**src/rtl/muldiv_seq.sv**
```systemverilog
// rtl/muldiv_seq.sv - iterative multiply/divide responder, one bit per clock
// Optional early-out short paths are enabled by defining MULDIV_EARLY_OUT_EN.

module muldiv_seq #(
    parameter int WIDTH = 32,
    parameter int CNT_W = 5
) (
    input  logic             clk,
    input  logic             reset,
    input  logic             start,
    input  logic [WIDTH-1:0] X,
    input  logic [WIDTH-1:0] Y,
    input  logic [3:0]       S,
    output logic             busy,
    output logic             done,
    output logic [WIDTH-1:0] result
);

    localparam int HW = WIDTH / 2;
    localparam logic [CNT_W-1:0] LAST_CNT = CNT_W'(WIDTH - 1);

    localparam logic [3:0] OP_MUL  = 4'b0111;
    localparam logic [3:0] OP_MULH = 4'b1000;
    localparam logic [3:0] OP_DIV  = 4'b1001;
    localparam logic [3:0] OP_REM  = 4'b1010;

    typedef enum logic [1:0] {
        IDLE = 2'd0,
        BUSY = 2'd1,
        DONE = 2'd2
    } state_t;

    state_t           state;
    logic [CNT_W-1:0] cnt;
    logic             op_div;      // 1: restoring divide, 0: shift-add multiply
    logic             op_rem;      // divide flavour: 1 returns the remainder
    logic [WIDTH-1:0] opa;         // multiplicand (shifted left) / dividend-quotient shifter
    logic [WIDTH-1:0] opb;         // multiplier (shifted right) / divisor
    logic [WIDTH-1:0] acc;         // product accumulator / partial remainder
    logic             short_path;
    logic [WIDTH-1:0] short_res;

    // Accept-time decode: initial operands and whether the request short-circuits
    logic [WIDTH-1:0] a_init, b_init, s_res;
    logic             s_short, s_div, s_rem;

    // Accept decode of the incoming request into operand setup and short-path result
    always_comb begin
        a_init  = X;
        b_init  = Y;
        s_res   = '0;
        s_short = 1'b0;
        s_div   = 1'b0;
        s_rem   = 1'b0;
        case (S)
            OP_MUL: begin
`ifdef MULDIV_EARLY_OUT_EN
                if (X == '0 || Y == '0) s_short = 1'b1;
`endif
            end
            OP_MULH: begin
                a_init = {{HW{1'b0}}, X[WIDTH-1:HW]};
                b_init = {{HW{1'b0}}, Y[WIDTH-1:HW]};
`ifdef MULDIV_EARLY_OUT_EN
                if (X[WIDTH-1:HW] == '0 || Y[WIDTH-1:HW] == '0) s_short = 1'b1;
`endif
            end
            OP_DIV, OP_REM: begin
                s_div = 1'b1;
                s_rem = (S == OP_REM);
                if (Y == '0) begin
                    // RISC-V divide-by-zero: all-ones quotient, dividend as remainder
                    s_short = 1'b1;
                    s_res   = s_rem ? X : '1;
                end
`ifdef MULDIV_EARLY_OUT_EN
                else if (X < Y) begin
                    s_short = 1'b1;
                    s_res   = s_rem ? X : '0;
                end
`endif
            end
            default: begin
                s_short = 1'b1;
                s_res   = '0;
            end
        endcase
    end

    // One iteration of either datapath, evaluated from the current registers
    logic [WIDTH:0]   rem_sh;
    logic             rem_ge;
    logic [WIDTH-1:0] acc_n, opa_n, opb_n;

    // Single-bit step: shift-add for multiply, shift-compare-subtract for divide
    always_comb begin
        rem_sh = {acc, opa[WIDTH-1]};
        rem_ge = (rem_sh >= {1'b0, opb});
        if (op_div) begin
            acc_n = rem_ge ? WIDTH'(rem_sh - {1'b0, opb}) : rem_sh[WIDTH-1:0];
            opa_n = {opa[WIDTH-2:0], rem_ge};
            opb_n = opb;
        end else begin
            acc_n = acc + (opb[0] ? opa : '0);
            opa_n = {opa[WIDTH-2:0], 1'b0};
            opb_n = {1'b0, opb[WIDTH-1:1]};
        end
    end

    // Control FSM with registered busy/done/result
    always_ff @(posedge clk or posedge reset) begin
        if (reset) begin
            state      <= IDLE;
            cnt        <= '0;
            op_div     <= 1'b0;
            op_rem     <= 1'b0;
            opa        <= '0;
            opb        <= '0;
            acc        <= '0;
            short_path <= 1'b0;
            short_res  <= '0;
            busy       <= 1'b0;
            done       <= 1'b0;
            result     <= '0;
        end else begin
            case (state)
                IDLE: begin
                    done <= 1'b0;
                    if (start) begin
                        opa        <= a_init;
                        opb        <= b_init;
                        acc        <= '0;
                        op_div     <= s_div;
                        op_rem     <= s_rem;
                        short_path <= s_short;
                        short_res  <= s_res;
                        cnt        <= '0;
                        busy       <= 1'b1;
                        state      <= BUSY;
                    end
                end
                BUSY: begin
                    if (short_path) begin
                        result <= short_res;
                        done   <= 1'b1;
                        state  <= DONE;
                    end else begin
                        acc <= acc_n;
                        opa <= opa_n;
                        opb <= opb_n;
                        cnt <= cnt + 1'b1;
                        if (cnt == LAST_CNT) begin
                            if (op_div) result <= op_rem ? acc_n : opa_n;
                            else        result <= acc_n;
                            done  <= 1'b1;
                            state <= DONE;
                        end
                    end
                end
                DONE: begin
                    done  <= 1'b0;
                    busy  <= 1'b0;
                    state <= IDLE;
                end
                default: begin
                    done  <= 1'b0;
                    busy  <= 1'b0;
                    state <= IDLE;
                end
            endcase
        end
    end

endmodule

```
**config.mk**
```make
export PLATFORM = sky130hd
export DESIGN_NAME = muldiv_seq
export DESIGN_NICKNAME = d
export VERILOG_FILES = /design/src/rtl/muldiv_seq.sv
export SDC_FILE = /design/constraint.sdc
export NUM_CORES = 1
export LEC_CHECK = 0
export ABC_AREA = 1
export CAP_MARGIN = 20
export CORE_AREA = 2 2 162 164
export CTS_CLUSTER_DIAMETER = 80
export DETAILED_ROUTE_END_ITERATION = 16
export DIE_AREA = 0 0 164 166
export GPL_TIMING_DRIVEN = 1
export PLACE_DENSITY = 0.75
export SYNTH_ARGS = -nofsm -noshare
export SYNTH_HDL_FRONTEND = slang
export SYNTH_SLANG_ARGS = --single-unit
```
**constraint.sdc**
```tcl
create_clock -name clk -period 8.55 [get_ports clk]
set_clock_uncertainty 0.15 [all_clocks]
set_input_delay 1.71 -clock clk [delete_from_list [all_inputs] [get_ports clk]]
set_output_delay 1.71 -clock clk [all_outputs]
set_load 0.03 [all_outputs]
```
==> results of run 1 <==
==> layout make-up <==
class                      instances  area (um2)
fill                            2444        9810
timing repair buffer             125        1250
antenna                            1        2.50
multi-input combinational       1584        7830
tap                              335         419
sequential                       172        4300
clock buffer                      17         425
clock inverter                    15         236
inverter                         354        1340
==> registers in the layout, indices dropped and copies added (netlist names) <==
name and cells:
acc 32, opa 32, opb 32, result 32
short_res 32, cnt 5, state 2, busy 1
done 1, op_div 1, op_rem 1, short_path 1
==> critical path: stages <==
cell             delay, ps
clkdlybuf4s50_1        460
inv_1                   50
nor2_2                 310
inv_2                  220
o21ai_4                330
buf_4                  500
inv_1                  380
buf_16                 270
nor2_1                 150
nand3_1                110
o21ai_0                170
a21oi_1                 60
==> worst max-delay path by stage <==
| stage | to | depth (start not counted) | slack [ps] |
|---|---|---|---|
| final | cnt[3] | 12 | 4000 |
| after global routing | cnt[3] | 12 | 3710 |
| after CTS | cnt[3] | 11 | 3930 |
| after detailed placement | cnt[3] | 11 | 3500 |
| after global placement | cnt[3] | 11 | 2750 |
| after floorplan | acc[0] | 1 | 2030 |
==> cells in the mapped netlist (8+ instances only) <==
cell type	n
inv_1	344
nor3_1	17
ha_1	66
nand3b_1	9
clkbuf_1	56
dfrtp_1	172
nand4_1	26
nand2_2	9
xnor2_1	15
nor2_1	166
o22ai_1	67
a21oi_1	122
nand3_1	153
nor2_2	8
o211ai_1	14
nor4_1	8
o21ai_1	15
inv_2	8
o21ai_0	145
nand2_1	688
o21bai_1	15
buf_2	14
==> where the power goes <==
group          internal (mW)  total, mW  switching, mW
clock network          0.461      0.870          0.409
logic                   1.49       4.82           3.33
registers               1.12       1.37          0.250
total                   3.06       7.05           3.99
==> kinds of logic (layout without fill, tap and decap cells) <==
family,Yosys count,count (layout)
other cells,0,1
xor+xnor,18,18
fa+ha+maj,68,68
buf+inv,437,511
compound gates,404,404
flops,172,172
simple gates,1094,1094
==> stage by stage <==
step	power [mW]	hold WS [ps]	utilization	cell area [um2]
6_report	7.05	335	0.617	15800
3_3_place_gp	5.94	315	0.588	15100
3_5_place_dp	6.03	314	0.589	15100
4_1_cts	6.93	334	0.615	15700
5_1_grt	7.62	358	0.617	15800
2_1_floorplan	4.66	296	-	13800
==> routing by layer <==
layer,global-route usage,part of all wire,vias to the layer above
li1,-,-,7173
met2,0.585,0.45,695
met4,0.120,0.034,0
met3,0.0772,0.089,90
met5,0,0,-
met1,0.523,0.42,7017
==> metrics.md, run 1 <==
| Metric | Value |
|---|---|
| Finish-stage setup viols | `0` |
| Synth Area in XOR/XNOR | `0.0114` |
| Die Height | `166 um` |
| Average size of a mapped cell | `6.30 um2` |
| Post-synth ARST share | `1.00` |
| DIE AREA | `27200 um2` |
| Most frequent cells in the layout | `nand2_1, inv_1, dfrtp_1` |
| Top cells by area, synth | `dfrtp_1, nand2_1, inv_1, ha_1, nand3_1` |
| Max-cap viol count | `0` |
| Post-Layout Cell Count | `2603` |
| GRT overflow | `0` |
| Clk Latency, worst-skew pair | `450 ps` |
| Cell count after placement | `2568` |
| Hold path cells | `2` |
| Tmin final | `4550 ps` |
| Clock sink count | `172` |
| # DRC | `0` |
| Global-route wire length before repair | `78.0 mm` |
| Vias in the first global route | `13696` |
| Max Root-Sink Buffers | `2` |
| Post-CTS sizing | `0` |
| Yosys cell types | `46` |
| Commonest non-fill, non-tap cell in the layout | `nand2_1` |
| Syn Inst Count | `2193` |
| Hold Crit Start | `result[2]` |
| Seq/Total Area, Yosys | `0.312` |
| Data required, critical path | `8730 ps` |
| Initial antenna violation count | `0` |
| Final period util | `0.532` |
| Static Leakage | `8.26 nW` |
| Worst vdd ir | `0.000413 V` |
| I/O Buffers | `104` |
| Compound-cell area share of the yosys netlist | `0.164` |
| Post-Syn Nets | `2332` |
| Setup slack at placement | `3500 ps` |
| PD cells | `446 nW/um2` |
| Vias/cell | `5.75` |
| Routed wire length | `50.6 mm` |
| Layout area overhead | `14.4%` |
| Worst slew margin | `0.373` |
| CP startpoint kind | `primary input` |
| Setup Crit Path Kind | `in2reg` |
| Status | `finished clean` |
| Post-route setup slack | `4000 ps` |
| CP max FO | `46` |
| Die Wd | `164 um` |
| Synthesized cell area | `13800 um2` |
| Hpwl dp | `39.7 mm` |
| GPL Wtd Cong | `1.00` |
| Initial Utilization | `0.539` |
| Hold path endpoint | `result[2]` |
| Hold Crit Class | `reg2reg` |
| Htree depth | `4` |
| Drt first-iter violations | `1756` |
| Post-Synth Adder-Cell Area | `0.0627` |
| FF-to-FF End | `cnt[3]` |
| Post-synthesis simple-gate area fraction | `0.328` |
| Share of cells above drive strength 1 | `0.0419` |
| EDFF count, synth | `0` |
| Cell depth of the worst flop-to-flop path | `12` |
| Clk pin slew, worst setup/hold paths | `90 ps` |
| Top_reg_cell synth | `dfrtp_1` |
| I/O Pins | `105` |
| Critical Path End Type | `flop` |
| Final hold vios | `0` |
| Synth area leader | `dfrtp_1` |
| Std cell rows | `59` |
| Setup_tns | `0 ps` |
| Unrepaired setup endpoints after global routing | `false` |
| Beginning of the critical path | `start` |
| Drt wl/cell | `19.4 um` |
| Mux contribution to synthesized area | `0` |
| YS warnings | `0` |
| Largest family of logic cells by synthesized area | `simple AND/OR/NAND/NOR gates` |
| Top cell type's share of synthesized area | `0.312` |
| GRT Total Usage | `0.375` |
| Via count | `14975` |
| Pin count of the biggest net entering global routing | `68` |
| Clock root cell | `clkbuf_16` |
| Final nets | `2393` |
| R2R Path Start | `state[1]` |
| Routed Antenna Nets | `0` |
| Core area | `25600 um2` |
| Critical Path AT | `4730 ps` |
| Flop-to-flop setup slack | `4600 ps` |
| Worst-Margin Slew | `941 ps` |
| Slew Limit Fails | `0` |
| Post-CTS Setup Inserts | `0` |
| Drt pass-1 iters | `6` |
| CTS tree | `yes` |
| Synthesized flop and latch total | `172` |
| CTS Hold Bufs | `0` |
| Fmax achieved | `220 MHz` |
| CTS Buf Count | `17` |
Note: power is estimated with default switching activity, not from simulation.
==> run 2: changes to the inputs <==
==> constraint.sdc (replaced) <==
create_clock -name clk -period 4.2 [get_ports clk]
set_clock_uncertainty 0.15 [all_clocks]
set_input_delay 0.84 -clock clk [delete_from_list [all_inputs] [get_ports clk]]
set_output_delay 0.84 -clock clk [all_outputs]
set_load 0.03 [all_outputs]
==> run 2 against run 1 <==
Routed wire length decreased by 6.2%. Flip-flop and latch count unchanged. Sequential share of layout area increased by 0.13 points. Clock-buffer cell count increased by 1. Clock power increased by 99%. Core utilization decreased by 0.28 points. Worst hold slack got worse by 3.4 ps. Critical path depth increased by 6. Non-clock buffer count increased by 1. Cell area decreased by 0.46%. Die area unchanged. Largest cell class unchanged. Largest power group unchanged.
==> metrics.md, run 2 (synthesis results as in run 1) <==
| Metric | Value |
|---|---|
| Max-cap viol count | `0 (unchanged)` |
| CP startpoint kind | `flop (was primary input)` |
| Drt pass-1 iters | `8 (was 6)` |
| GPL Wtd Cong | `1.00 (about the same)` |
| Data required, critical path | `4400 ps (was 8730 ps)` |
| Worst-Margin Slew | `999 ps (was 941 ps)` |
| Routed Antenna Nets | `0 (unchanged)` |
| I/O Buffers | `104 (unchanged)` |
| Htree depth | `4 (unchanged)` |
| PD cells | `891 nW/um2 (was 446 nW/um2)` |
| Initial antenna violation count | `0 (unchanged)` |
| I/O Pins | `105 (unchanged)` |
| Post-CTS sizing | `0 (unchanged)` |
| Initial Utilization | `0.539 (unchanged)` |
| # DRC | `0 (unchanged)` |
| Setup_tns | `0 ps (unchanged)` |
| Final Instance Area | `15700 um2 (was 15800 um2)` |
| Worst vdd ir | `0.000595 V (was 0.000413 V)` |
| Post-CTS Setup Inserts | `0 (unchanged)` |
| Clk pin slew, worst setup/hold paths | `90 ps (about the same)` |
| Vias in the first global route | `13741 (was 13696)` |
| Die Wd | `164 um (unchanged)` |
| Layout area overhead | `13.9% (was 14.4%)` |
| Ant diodes | `0 (was 1)` |
| CTS Buf Count | `17 (unchanged)` |
| Clock sink count | `172 (unchanged)` |
| Via count | `14940 (was 14975)` |
| Status | `finished clean (unchanged)` |
| CP max FO | `33 (was 46)` |
| Max Root-Sink Buffers | `2 (unchanged)` |
| DIE AREA | `27200 um2 (unchanged)` |
| Routed wire length | `47.4 mm (was 50.6 mm)` |
| Drt wl/cell | `18.2 um (was 19.4 um)` |
| Critical Path End Type | `flop (unchanged)` |
| Fillers | `2509 (was 2444)` |
| Hpwl dp | `37.2 mm (was 39.7 mm)` |
| DP Area | `15100 um2 (about the same)` |
| Fmax achieved | `279 MHz` |
| Tmin final | `3580 ps` |
| CTS tree | `yes (unchanged)` |
| Final nets | `2394 (was 2393)` |
| Critical Path AT | `3780 ps (was 4730 ps)` |
| Final period util | `0.853` |
| Static Leakage | `8.22 nW (was 8.26 nW)` |
| GRT Total Usage | `0.352 (was 0.375)` |
| Slew Limit Fails | `0 (unchanged)` |
| Clk Latency, worst-skew pair | `440 ps (was 450 ps)` |
| Commonest non-fill, non-tap cell in the layout | `nand2_1 (unchanged)` |
| Global-route wire length before repair | `74.2 mm (was 78.0 mm)` |
| Hold Crit Class | `reg2reg (unchanged)` |
| Most frequent cells in the layout | `nand2_1, inv_1, dfrtp_1 (unchanged)` |
| Setup Crit Path Kind | `reg2reg (was in2reg)` |
| Pin count of the biggest net entering global routing | `92 (was 68)` |
| Core area | `25600 um2 (unchanged)` |
| CTS Hold Bufs | `0 (unchanged)` |
| Die Height | `166 um (unchanged)` |
| GRT overflow | `0 (unchanged)` |
| Unrepaired setup endpoints after global routing | `false (unchanged)` |
| Worst slew margin | `0.333 (was 0.373)` |
| Clock root cell | `clkbuf_16 (unchanged)` |
| Vias/cell | `5.74 (was 5.75)` |
| Finish-stage setup viols | `0 (unchanged)` |
| Share of cells above drive strength 1 | `0.0423 (was 0.0419)` |
| Final hold vios | `0 (unchanged)` |
| Drt first-iter violations | `1859 (was 1756)` |
| Std cell rows | `59 (unchanged)` |
[run 2: changes by cell type in the layout (fill, tap and decap cells not counted)]
cell	delta
clkinv_4	+1
buf_12	+1
inv_8	+2
clkbuf_8	+1
clkinv_8	-1
bufinv_16	-1
diode_2	-1
inv_6	-1
inv_12	-2
buf_8	-2
buf_4	+4
clkinvlp_4	+1
buf_16	-2
[run 2: per-layer routing]
metal | up-vias | track usage | wire, um
li1 | 7187 | - | -
met1 | 7008 | 0.495 | 20200
met2 | 649 | 0.553 | 21800
met3 | 96 | 0.0597 | 3950
met4 | 0 | 0.113 | 1420
met5 | - | 0 | 0
[run 2: worst paths after layout]
check,startpoint,to,slack (ps),cells past startpoint
worst min register to register,result[30],result[30],330,2
worst max register to register,opb[0],result[30],620,18
min in group asynchronous,reset,acc[2],620,2
max in group asynchronous,reset,opa[26],2440,3
worst max-delay path,opb[0],result[30],620,18
worst min-delay path,result[30],result[30],330,2
[run 2: critical path, cell delays in order (launching register included)]
cell and delay [ps]:
dfrtp_1 350, buf_4 350, nand2_1 120, inv_1 70, ha_1 180, fa_1 340
nand2_1 80, nand2_1 70, o21ai_0 270, o21ai_0 490, nand2_1 90, nand2_1 220
nand3_1 140, nand2_1 90, nand2_1 50, nand3_1 130, nand3_1 150, nand2_1 90
nand2_1 50
[run 2: area by class of cell]
type                    instances  area [um2]  share of cell area
clock inverters                14         189              0.0120
multi-input cells            1584        7830               0.497
flip-flops and latches        172        4300               0.274
repair buffers                126        1220              0.0775
inverters                     354        1340              0.0849
well taps                     335         419              0.0266
clock buffers                  18         439              0.0279
[run 2: power by group]
group | internal, mW | switching (mW) | leakage (nW) | total [mW]
Clock | 0.884 | 0.847 | 0.306 | 1.73
Combinational | 2.99 | 6.49 | 5.71 | 9.48
Sequential | 2.27 | 0.527 | 2.21 | 2.80
[run 2: per-stage QoR]
| stage | utilization | total power, mW | hold WS [ps] | setup slack [ps] | cells |
|---|---|---|---|---|---|
| 2_1_floorplan | - | 9.49 | 296 | 1010 | 2193 |
| 3_3_place_gp | 0.590 | 11.9 | 312 | 804 | 2571 |
| 3_5_place_dp | 0.590 | 12.1 | 314 | 784 | 2571 |
| 4_1_cts | 0.614 | 13.8 | 337 | 779 | 2603 |
| 5_1_grt | 0.614 | 15.2 | 351 | 380 | 2603 |
| 6_report | 0.614 | 14.0 | 332 | 616 | 2603 |
